**src/rtl/stopwatch_ctrl_if.sv**
```systemverilog
// Signal bundle between the stopwatch controller and its neighbours:
// divider strobes and conditioned controls in, BCD time and scan outputs back.
interface stopwatch_ctrl_if;
    logic       tick_1hz;
    logic       tick_2hz;
    logic       tick_fst;
    logic       blink;
    logic       pause_btn;
    logic       clear_btn;
    logic       adj;
    logic       sel;
    logic [3:0] min_tens;
    logic [3:0] min_ones;
    logic [3:0] sec_tens;
    logic [3:0] sec_ones;
    logic [3:0] an;
    logic [3:0] digit;
    logic       running;

    modport master (
        output tick_1hz, tick_2hz, tick_fst, blink,
        output pause_btn, clear_btn, adj, sel,
        input  min_tens, min_ones, sec_tens, sec_ones,
        input  an, digit, running
    );

    modport slave (
        input  tick_1hz, tick_2hz, tick_fst, blink,
        input  pause_btn, clear_btn, adj, sel,
        output min_tens, min_ones, sec_tens, sec_ones,
        output an, digit, running
    );
endinterface

```
**src/rtl/stopwatch_ctrl.sv**
```systemverilog
// MM:SS stopwatch sequencer: run/pause/clear/adjust FSM, BCD time keeping,
// and four-digit multiplexed display select with field blanking in adjust.
module stopwatch_ctrl #(
    parameter int MAX_MIN = 59
) (
    input  logic             clk,
    input  logic             rst,
    stopwatch_ctrl_if.slave  bus
);

    typedef enum logic [1:0] {IDLE, RUN, PAUSE, ADJUST} state_t;

    localparam logic [3:0] MAX_MIN_T = 4'(MAX_MIN / 10);
    localparam logic [3:0] MAX_MIN_O = 4'(MAX_MIN % 10);

    state_t     state, state_nxt;
    logic       running_r;

    logic       pause_q, pause_prev, clear_q, clear_prev;
    logic       pause_edge, clear_edge;

    logic [3:0] min_t, min_o, sec_t, sec_o;
    logic [3:0] min_t_nxt, min_o_nxt, sec_t_nxt, sec_o_nxt;
    logic       sec_inc, min_inc;
    logic       sec_at_max, min_at_max;

    logic [1:0] scan_idx;
    logic [3:0] an_r, digit_r;
    logic [3:0] an_nxt, digit_nxt;

    // Button levels are captured then compared with their previous sample,
    // so an edge becomes visible one cycle after the input rises.
    always_ff @(posedge clk or posedge rst) begin
        if (rst) begin
            pause_q    <= 1'b0;
            pause_prev <= 1'b0;
            clear_q    <= 1'b0;
            clear_prev <= 1'b0;
        end else begin
            pause_q    <= bus.pause_btn;
            pause_prev <= pause_q;
            clear_q    <= bus.clear_btn;
            clear_prev <= clear_q;
        end
    end

    assign pause_edge = pause_q & ~pause_prev;
    assign clear_edge = clear_q & ~clear_prev;

    // State register; running is registered alongside the state it mirrors.
    always_ff @(posedge clk or posedge rst) begin
        if (rst) begin
            state     <= IDLE;
            running_r <= 1'b0;
        end else begin
            state     <= state_nxt;
            running_r <= (state_nxt == RUN);
        end
    end

    // Next state: clear edge, then adj level, then pause edge.
    always_comb begin
        state_nxt = state;
        if (clear_edge) begin
            state_nxt = bus.adj ? ADJUST : IDLE;
        end else if (bus.adj) begin
            state_nxt = ADJUST;
        end else if (state == ADJUST) begin
            state_nxt = PAUSE;
        end else if (pause_edge) begin
            case (state)
                IDLE:    state_nxt = RUN;
                RUN:     state_nxt = PAUSE;
                PAUSE:   state_nxt = RUN;
                default: state_nxt = state;
            endcase
        end
    end

    assign sec_at_max = (sec_t == 4'd5) && (sec_o == 4'd9);
    assign min_at_max = (min_t == MAX_MIN_T) && (min_o == MAX_MIN_O);

    // Next time value: clear wins over any tick; the seconds-to-minutes carry
    // exists only in RUN, while adjust steps one field independently.
    always_comb begin
        sec_inc   = 1'b0;
        min_inc   = 1'b0;
        min_t_nxt = min_t;
        min_o_nxt = min_o;
        sec_t_nxt = sec_t;
        sec_o_nxt = sec_o;

        if (!clear_edge) begin
            if (state == RUN && bus.tick_1hz) begin
                sec_inc = 1'b1;
                min_inc = sec_at_max;
            end else if (state == ADJUST && bus.tick_2hz) begin
                sec_inc = bus.sel;
                min_inc = ~bus.sel;
            end
        end

        if (clear_edge) begin
            min_t_nxt = '0;
            min_o_nxt = '0;
            sec_t_nxt = '0;
            sec_o_nxt = '0;
        end else begin
            if (sec_inc) begin
                if (sec_o == 4'd9) begin
                    sec_o_nxt = '0;
                    sec_t_nxt = (sec_t == 4'd5) ? 4'd0 : sec_t + 4'd1;
                end else begin
                    sec_o_nxt = sec_o + 4'd1;
                end
            end
            if (min_inc) begin
                if (min_at_max) begin
                    min_t_nxt = '0;
                    min_o_nxt = '0;
                end else if (min_o == 4'd9) begin
                    min_o_nxt = '0;
                    min_t_nxt = min_t + 4'd1;
                end else begin
                    min_o_nxt = min_o + 4'd1;
                end
            end
        end
    end

    // Time digit registers.
    always_ff @(posedge clk or posedge rst) begin
        if (rst) begin
            min_t <= '0;
            min_o <= '0;
            sec_t <= '0;
            sec_o <= '0;
        end else begin
            min_t <= min_t_nxt;
            min_o <= min_o_nxt;
            sec_t <= sec_t_nxt;
            sec_o <= sec_o_nxt;
        end
    end

    // Digit enable and value for the current scan slot; the selected field
    // is blanked during the blank phase of blink while adjusting.
    always_comb begin
        an_nxt    = 4'b1110;
        digit_nxt = sec_o;
        case (scan_idx)
            2'd0: begin an_nxt = 4'b1110; digit_nxt = sec_o; end
            2'd1: begin an_nxt = 4'b1101; digit_nxt = sec_t; end
            2'd2: begin an_nxt = 4'b1011; digit_nxt = min_o; end
            default: begin an_nxt = 4'b0111; digit_nxt = min_t; end
        endcase
        if (state == ADJUST && bus.blink && (scan_idx[1] == ~bus.sel)) begin
            an_nxt = '1;
        end
    end

    // Scan index and registered display outputs.
    always_ff @(posedge clk or posedge rst) begin
        if (rst) begin
            scan_idx <= '0;
            an_r     <= 4'b1110;
            digit_r  <= '0;
        end else begin
            if (bus.tick_fst) begin
                scan_idx <= scan_idx + 2'd1;
            end
            an_r    <= an_nxt;
            digit_r <= digit_nxt;
        end
    end

    assign bus.min_tens = min_t;
    assign bus.min_ones = min_o;
    assign bus.sec_tens = sec_t;
    assign bus.sec_ones = sec_o;
    assign bus.an       = an_r;
    assign bus.digit    = digit_r;
    assign bus.running  = running_r;

endmodule

```
**src/flat_wrapper.sv**
```systemverilog
// flat-port wrapper written by rule: the top's interface ports become plain ports
module stopwatch_ctrl_flat 
#(
    parameter int MAX_MIN = 59
)
  (clk, rst, bus_tick_1hz, bus_tick_2hz, bus_tick_fst, bus_blink, bus_pause_btn, bus_clear_btn, bus_adj, bus_sel, bus_min_tens, bus_min_ones, bus_sec_tens, bus_sec_ones, bus_an, bus_digit, bus_running);
  stopwatch_ctrl_if bus_i ();
  input  logic clk;
  input  logic rst;
  input wire logic [$bits(bus_i.tick_1hz)-1:0] bus_tick_1hz;
  input wire logic [$bits(bus_i.tick_2hz)-1:0] bus_tick_2hz;
  input wire logic [$bits(bus_i.tick_fst)-1:0] bus_tick_fst;
  input wire logic [$bits(bus_i.blink)-1:0] bus_blink;
  input wire logic [$bits(bus_i.pause_btn)-1:0] bus_pause_btn;
  input wire logic [$bits(bus_i.clear_btn)-1:0] bus_clear_btn;
  input wire logic [$bits(bus_i.adj)-1:0] bus_adj;
  input wire logic [$bits(bus_i.sel)-1:0] bus_sel;
  output wire logic [$bits(bus_i.min_tens)-1:0] bus_min_tens;
  output wire logic [$bits(bus_i.min_ones)-1:0] bus_min_ones;
  output wire logic [$bits(bus_i.sec_tens)-1:0] bus_sec_tens;
  output wire logic [$bits(bus_i.sec_ones)-1:0] bus_sec_ones;
  output wire logic [$bits(bus_i.an)-1:0] bus_an;
  output wire logic [$bits(bus_i.digit)-1:0] bus_digit;
  output wire logic [$bits(bus_i.running)-1:0] bus_running;
  assign bus_i.tick_1hz = bus_tick_1hz;
  assign bus_i.tick_2hz = bus_tick_2hz;
  assign bus_i.tick_fst = bus_tick_fst;
  assign bus_i.blink = bus_blink;
  assign bus_i.pause_btn = bus_pause_btn;
  assign bus_i.clear_btn = bus_clear_btn;
  assign bus_i.adj = bus_adj;
  assign bus_i.sel = bus_sel;
  assign bus_min_tens = bus_i.min_tens;
  assign bus_min_ones = bus_i.min_ones;
  assign bus_sec_tens = bus_i.sec_tens;
  assign bus_sec_ones = bus_i.sec_ones;
  assign bus_an = bus_i.an;
  assign bus_digit = bus_i.digit;
  assign bus_running = bus_i.running;
  stopwatch_ctrl #(.MAX_MIN(MAX_MIN)) u_core (.clk(clk), .rst(rst), .bus(bus_i));
endmodule
```
**config.mk**
```make
export PLATFORM = sky130hd
export DESIGN_NAME = stopwatch_ctrl_flat
export DESIGN_NICKNAME = d
export VERILOG_FILES = /design/src/rtl/stopwatch_ctrl_if.sv /design/src/rtl/stopwatch_ctrl.sv /design/src/flat_wrapper.sv
export SDC_FILE = /design/constraint.sdc
export NUM_CORES = 1
export LEC_CHECK = 0
export ABC_AREA = 1
export CAP_MARGIN = 20
export CELL_PAD_IN_SITES_DETAIL_PLACEMENT = 1
export CELL_PAD_IN_SITES_GLOBAL_PLACEMENT = 2
export CORE_UTILIZATION = 30
export DETAILED_ROUTE_END_ITERATION = 12
export MAX_ROUTING_LAYER = met4
export PLACE_DENSITY = 0.81
export SLEW_MARGIN = 15
export SYNTH_ARGS = -nofsm -noshare
export SYNTH_HDL_FRONTEND = slang
export SYNTH_SLANG_ARGS = --single-unit
```
**constraint.sdc**
```tcl
create_clock -name clk -period 1.5 [get_ports clk]
set_input_delay 0.3 -clock clk [delete_from_list [all_inputs] [get_ports clk]]
set_output_delay 0.3 -clock clk [all_outputs]
set_load 0.01 [all_outputs]
```
==> run summary, run 1 <==
Status - complete, no violations
Sequential-to-total area share from yosys stat - 0.4777
Global-route wire length before repair - 8.086 mm
PD cells - 1666 nW/um^2
Area leader, netlist - dfrtp_1
Synth Cell Area - 1737 um^2
P_leak - 0.001294 uW
Critical path origin - u_core.bus.an[0]$_DFF_PP0_
EDFF count, synth - 0
Syn_area_per_cell - 8.683 um^2
Wirelength per Cell - 15.16 um
Worst-path cell chain - clkdlybuf4s50_1
Slew HR - 0.8235
Core Area - 5540 um^2
Die height - 78.09 um
Most numerous cell in the Yosys netlist - nand2_1
Die Wd - 78.09 um
Ys flop type - dfrtp_1
WP depth - 1
FP Rows - 27
Worst Setup EP - bus_an[0]
Gpl congestion - 0.7569
Worst-path maximum fanout - 1
Nets - 288
Crit share post-route - 0.9653
CP Launch Type - register
Reg-to-reg endpoint - u_core.bus.min_ones[2]$_DFFE_PP0P_
IO Count - 35
Fin crit period - 1.448 ns
Mapped Cells - 200
Clock Power Share - 0.158
Share of cells above drive strength 1 - 0.2285
Vias - 1565
WP data arrival - 1.15 ns
FMAX - 690.6 MHz
Final hold viol count - 0
Inserted Diodes - 0
Count of cell types in the netlist - 26
Slew Viols, Final - 0
Max_cap viols - 0
Post-route ant nets - 0
HPWL after DPL - 3.466 mm
Largest net degree at the start of global routing - 34
Yosys warns - 0
CTS H-tree lvls - 2
Via density per instance - 4.617
FF-to-FF path depth - 7
Switching Share - 0.4015
Worst setup margin - 0.05206 ns
Fillcell total - 668
Hold Path Class - in -> async
Number of remaining DRC errors - 0
Crit path max-delay family - buffers and inverters
Area taken by multi-input logic gates - 838.3 um^2
Sequential share of power - 0.339
Internal power - 2490 uW
Final WL - 5.140 mm
Clock buffer count from CTS - 5
Drt first-iter violations - 113
Setup Crit Path Kind - reg -> out
DIE AREA - 6097 um^2
Syn_nets - 222
Area delta synth->final - 43.80%
Net Switching - 1670 uW
Gate power share - 0.503
Total track usage - 0.1804
Longest Clk Path Bufs - 2
Router iterations before antenna repair - 4
Inst Count DP - 318
CP endpoint kind - primary output
VDD IR-drop max - 668.0 uV
Total gr overflow - 0
Place WS - -0.1742 ns
Crit path buffers/inverters - 1
Fin cells - 339
Vias in the first global route - 1559
CTS tree - built
Initial Util - 0.3135
Slowest CP cell - clkdlybuf4s50_1
Register area - 833.3 um^2
Port bufs - 34
Final setup viols - 0
Synthesis-stage register bit count - 33
Initial antenna violation count - 0
Critical path's largest stage delay - 0.53 ns
Hold_ws - 0.3585 ns
Synth async-reset ratio - 1.000
Clock transition at path regs - 0.07 ns
Worst skew pair latency - 0.28 ns
R2R Setup Slk - 0.06 ns
Clock skew - 0.009795 ns
Tightest Pin Transition - 0.2648 ns
TritonCTS Sinks - 33
Root Buffer - clkbuf_8
Required time of the critical path - 1.20 ns
Commonest cells post-synth - 47 x nand2_1, 30 x dfrtp_1, 27 x inv_1
Area fraction of the dominant cell type after synthesis - 0.4323
Reg-to-reg critical path startpoint - u_core.bus.min_ones[0]$_DFFE_PP0P_
Main area contributors after synthesis - dfrtp_1 43%, nand2_1 10%, ha_1 8.6%
-- cell type report --
| cell class | instances | share of cell area |
|---|---|---|
| Multi-Input combinational cell | 138 | 0.3357 |
| Inverter | 27 | 0.04058 |
| Timing Repair Buffer | 61 | 0.2214 |
| Clock buffer | 7 | 0.03056 |
| Sequential cell | 33 | 0.3337 |
| Tap cell | 72 | 0.03607 |
| Clock inverter | 1 | 0.002004 |
-- state kept, by name, indices dropped and copies added, names as in the netlist, 2 cells and up --
| register | flops |
|---|---|
| u_core.scan_idx | 2 |
| u_core.state | 2 |
| u_core.bus.min_ones | 4 |
| u_core.bus.digit | 4 |
| u_core.bus.an | 4 |
| u_core.bus.sec_ones | 4 |
| u_core.bus.min_tens | 4 |
| u_core.bus.sec_tens | 4 |
-- power groups by stage --
stage | combinational [uW] | sequential [uW] | clock, uW
2_1_floorplan | 795 | 1600 | 0
3_3_place_gp | 1870 | 1480 | 0
3_5_place_dp | 1920 | 1470 | 0
4_1_cts | 1990 | 1410 | 679
5_1_grt | 2340 | 1450 | 724
6_report | 2090 | 1410 | 656
-- layer usage --
metal | GRT usage | up-vias | part of all wire | routed length [um]
met4 | 0.06111 | 0 | 0.014 | 71
met2 | 0.2798 | 22 | 0.50 | 2557
li1 | - | 782 | - | -
met3 | 0.03256 | 5 | 0.021 | 106
met5 | - | - | 0 | 0
met1 | 0.2379 | 756 | 0.47 | 2406
-- worst min-delay path: stages --
cell             delay, ns
clkdlybuf4s50_1       0.39
inv_1                 0.09
buf_12                0.22
-- stage by stage --
step	cell area, um^2	util	power, uW	TNS, ns
CTS	2390	0.4313	4076	0
global placement	2263	0.4085	3349	-0.3919
detailed placement	2263	0.4085	3391	-0.7086
finish	2497	0.4508	4161	0
global route	2497	0.4508	4507	-0.007819
floorplan	1737	-	2395	0
-- cells in the final DEF (no fill, tap or decap), drive strengths merged --
cell and instances:
dfstp 3, or2 2, o21a 1, clkdlybuf4s50 14, xor2 4, ha 12, inv 27, a32oi 1
nand2 51, clkbuf 7, o22ai 2, clkinv 1, a21oi 6, dfrtp 30, o21ai 17, o211ai 1
buf 27, nand3 17, nor2 16, xnor2 1, nand4 7, dlymetal6s2s 5, dlygate4sd2 15
-- how the worst min path moves through the flow --
| stage | from | end | slack, ns | cells past startpoint |
|---|---|---|---|---|
| finish | rst | u_core.bus.min_ones[1]$_DFFE_PP0P_ | 0.36 | 3 |
| global route | u_core.pause_q$_DFF_PP0_ | u_core.pause_prev$_DFF_PP0_ | 0.40 | 0 |
| CTS | rst | u_core.bus.running$_DFF_PP0_ | 0.36 | 3 |
| detailed placement | u_core.pause_q$_DFF_PP0_ | u_core.pause_prev$_DFF_PP0_ | 0.37 | 0 |
| global placement | u_core.clear_q$_DFF_PP0_ | u_core.clear_prev$_DFF_PP0_ | 0.36 | 0 |
| floorplan | bus_clear_btn | u_core.clear_q$_DFF_PP0_ | 0.33 | 0 |
-- what timing repair did --
item,in CTS,in global routing
endpoints found under the setup margin,22,21
gates cloned,0,1
pin swaps,0,4
gates resized for setup,19,23
buffers inserted,7,5
hold buffers,0,0
-- cells by family (layout without fill, tap and decap cells) --
group / Yosys count / count (layout) / share of synthesized area
AND/OR/NAND/NOR: 92 / 93 / 0.2486
flip-flops: 33 / 33 / 0.4777
adder cells (fa/ha/maj): 12 / 12 / 0.08645
XOR/XNOR: 5 / 5 / 0.02521
AO/OA/AOI/OAI: 28 / 28 / 0.08718
buffers and inverters: 30 / 96 / 0.07493
Note: power is estimated with default switching activity, not from simulation.
==> run 2: changes to the inputs <==
--- a/config.mk
+++ b/config.mk
@@ -10,6 +10,7 @@
 export CELL_PAD_IN_SITES_DETAIL_PLACEMENT = 1
 export CELL_PAD_IN_SITES_GLOBAL_PLACEMENT = 2
 export CORE_UTILIZATION = 30
+export CTS_CLUSTER_DIAMETER = 30
 export DETAILED_ROUTE_END_ITERATION = 12
 export MAX_ROUTING_LAYER = met4
 export PLACE_DENSITY = 0.81
==> results of run 2 <==
The final DEF is identical to that of run 1; final timing and power are the same.
==> run 3: changes to the inputs <==
--- a/config.mk
+++ b/config.mk
@@ -12,6 +12,7 @@
 export CORE_UTILIZATION = 30
 export CTS_CLUSTER_DIAMETER = 30
 export DETAILED_ROUTE_END_ITERATION = 12
+export HOLD_SLACK_MARGIN = 0.15
 export MAX_ROUTING_LAYER = met4
 export PLACE_DENSITY = 0.81
 export SLEW_MARGIN = 15
==> results of run 3 <==
The final DEF is identical to that of run 1; final timing and power are the same.
==> variant (config.mk and constraints of run 2) <==
Make the reset (`rst`) synchronous in 4 clocked blocks.
--- a/src/rtl/stopwatch_ctrl.sv
+++ b/src/rtl/stopwatch_ctrl.sv
@@ -32,3 +32,3 @@
     // so an edge becomes visible one cycle after the input rises.
-    always_ff @(posedge clk or posedge rst) begin
+    always_ff @(posedge clk) begin
         if (rst) begin
@@ -50,3 +50,3 @@
     // State register; running is registered alongside the state it mirrors.
-    always_ff @(posedge clk or posedge rst) begin
+    always_ff @(posedge clk) begin
         if (rst) begin
@@ -131,3 +131,3 @@
     // Time digit registers.
-    always_ff @(posedge clk or posedge rst) begin
+    always_ff @(posedge clk) begin
         if (rst) begin
@@ -162,3 +162,3 @@
     // Scan index and registered display outputs.
-    always_ff @(posedge clk or posedge rst) begin
+    always_ff @(posedge clk) begin
         if (rst) begin
Function: differs if rst is asserted again (counterexample within 4 cycles, from zero or initial values and one cycle with rst high); with rst held inactive, the same outputs for 10 cycles.
==> variant against run 2 <==
Sequential cell count unchanged; die area fell by 8.4%; worst setup slack improved by 0.020 ns; synthesized cell count rose by 5.0%; clock skew decreased by 0.0058 ns; worst hold slack gained 0.065 ns; utilization down 2.6 points; cell area is 13% lower; wire length down 21%; final cell count decreased by 2.9%; synthesized area decreased by 8.6%.
Power is not compared: it rests on default switching activity, and its combinational part moved more than twofold at a synthesized area within 25%.
==> variant: results (changes against run 2) <==
DP Area 2070 sq um (was 2260 sq um); synth top area cells dfxtp_1, nand2_1, inv_1, a21oi_1, ha_1 (was dfrtp_1, nand2_1, ha_1, inv_1, dfstp_2); Commonest cells post-synth nand2_1, dfxtp_1, inv_1 (was nand2_1, dfrtp_1, inv_1); Final nets 277 (was 288); post-synth net total 228 (was 222); PostCTS Resize Cnt 21 (was 19); first-pass GRT wire length 6840 um (was 8090 um); predominant post-synthesis flop cell dfxtp_1 (was dfrtp_1); worst reg-to-reg path cell count 8 (was 7); Root Buffer clkbuf_8 (unchanged); DR vias/cell 4.51 (was 4.62); vias in the first global route 1,417 (was 1,559); fillers 655 (was 668); fraction of registers with async set/reset 0% (was 100%); GPL Wtd Cong 0.744 (was 0.757); layout cell share with drive strength beyond 1 15.8% (was 22.8%); largest net degree at the start of global routing 11 (was 34); Routed WL 4070 um (was 5140 um); status completed (unchanged); worst r2r dst u_core.bus.min_tens[1]$_SDFFE_PP0P_ (was u_core.bus.min_ones[2]$_DFFE_PP0P_); Critical Path AT 1.13 ns (was 1.15 ns); Worst Hold Class reg -> reg (was in -> async); all-layer global routing usage 17.1% (was 18.0%); Detail Placement HPWL 3110 um (was 3470 um); RR Startpoint u_core.bus.sec_ones[2]$_SDFFE_PP0P_ (was u_core.bus.min_ones[0]$_DFFE_PP0P_); Hold WS 0.424 ns (was 0.358 ns); relative slew slack 83.0% (was 82.3%); post-synthesis sequential area ratio 41.6% (was 47.8%); final core occ 42.4% (was 45.1%)
variant: power by group:
part / switching (W) / internal [W]
Sequential: 0.0000184 / 0.000903
Clock: 0.000318 / 0.000364
Combinational: 0.000101 / 0.0000859
Total: 0.000437 / 0.00135
variant: worst max path at each step:
stage	startpoint	end	slack, ns	depth (start not counted)
2_1_floorplan	u_core.bus.min_ones[0]$_SDFFE_PP0P_	u_core.bus.min_tens[1]$_SDFFE_PP0P_	0.20	6
4_1_cts	u_core.bus.min_tens[3]$_SDFFE_PP0P_	bus_min_tens[3]	0.001	1
5_1_grt	bus_tick_2hz	u_core.bus.sec_tens[2]$_SDFFE_PP0P_	0.00007	7
3_3_place_gp	bus_tick_2hz	u_core.bus.sec_tens[1]$_SDFFE_PP0P_	-0.12	6
6_report	u_core.bus.digit[1]$_SDFF_PP0_	bus_digit[1]	0.07	1
3_5_place_dp	bus_sel	u_core.bus.sec_tens[3]$_SDFFE_PP0P_	-0.15	8
variant: cell families after synthesis:
group	Yosys count	share of synthesized area, %
AOI/OAI and AO/OA	40	13.2
xor gates and xnor gates	7	3.86
adders and majority gates	8	6.31
buffers and inverters	35	8.75
DFF	33	41.6
and+or+nand+nor	87	26.2
variant: per-stage QoR:
| stage | instances | total power (W) |
|---|---|---|
| after CTS | 329 | 0.00182 |
| after floorplan | 210 | 0.00104 |
| after global routing | 329 | 0.00188 |
| after global placement | 322 | 0.00113 |
| after detailed placement | 322 | 0.00113 |
| final | 329 | 0.00179 |
variant: worst reg2reg max path: stages (launching register included):
cell	delay, ns
dfxtp_1	0.34
inv_1	0.08
nand2_1	0.09
nor2_4	0.17
nand3_2	0.11
nand2_4	0.12
nand3_4	0.12
a21oi_1	0.14
nor2_1	0.05
variant: cell type report:
| cell class | instances | share of cell area (%) |
|---|---|---|
| Clock buffer | 7 | 3.98 |
| Sequential cell | 33 | 30.9 |
| Inverter | 33 | 5.72 |
| Timing Repair Buffer | 44 | 18.8 |
| Multi-Input combinational cell | 142 | 36.5 |
| Tap cell | 70 | 4.04 |
variant: metal layers:
metal  part of all wire [%]  vias to the layer above  GRT usage (%)
li1                       -                      769              -
met1                     52                      685           23.1
met2                     44                       24           25.4
met3                    2.9                        6           3.61
met4                    1.5                        0           5.66
met5                      0                        -              -
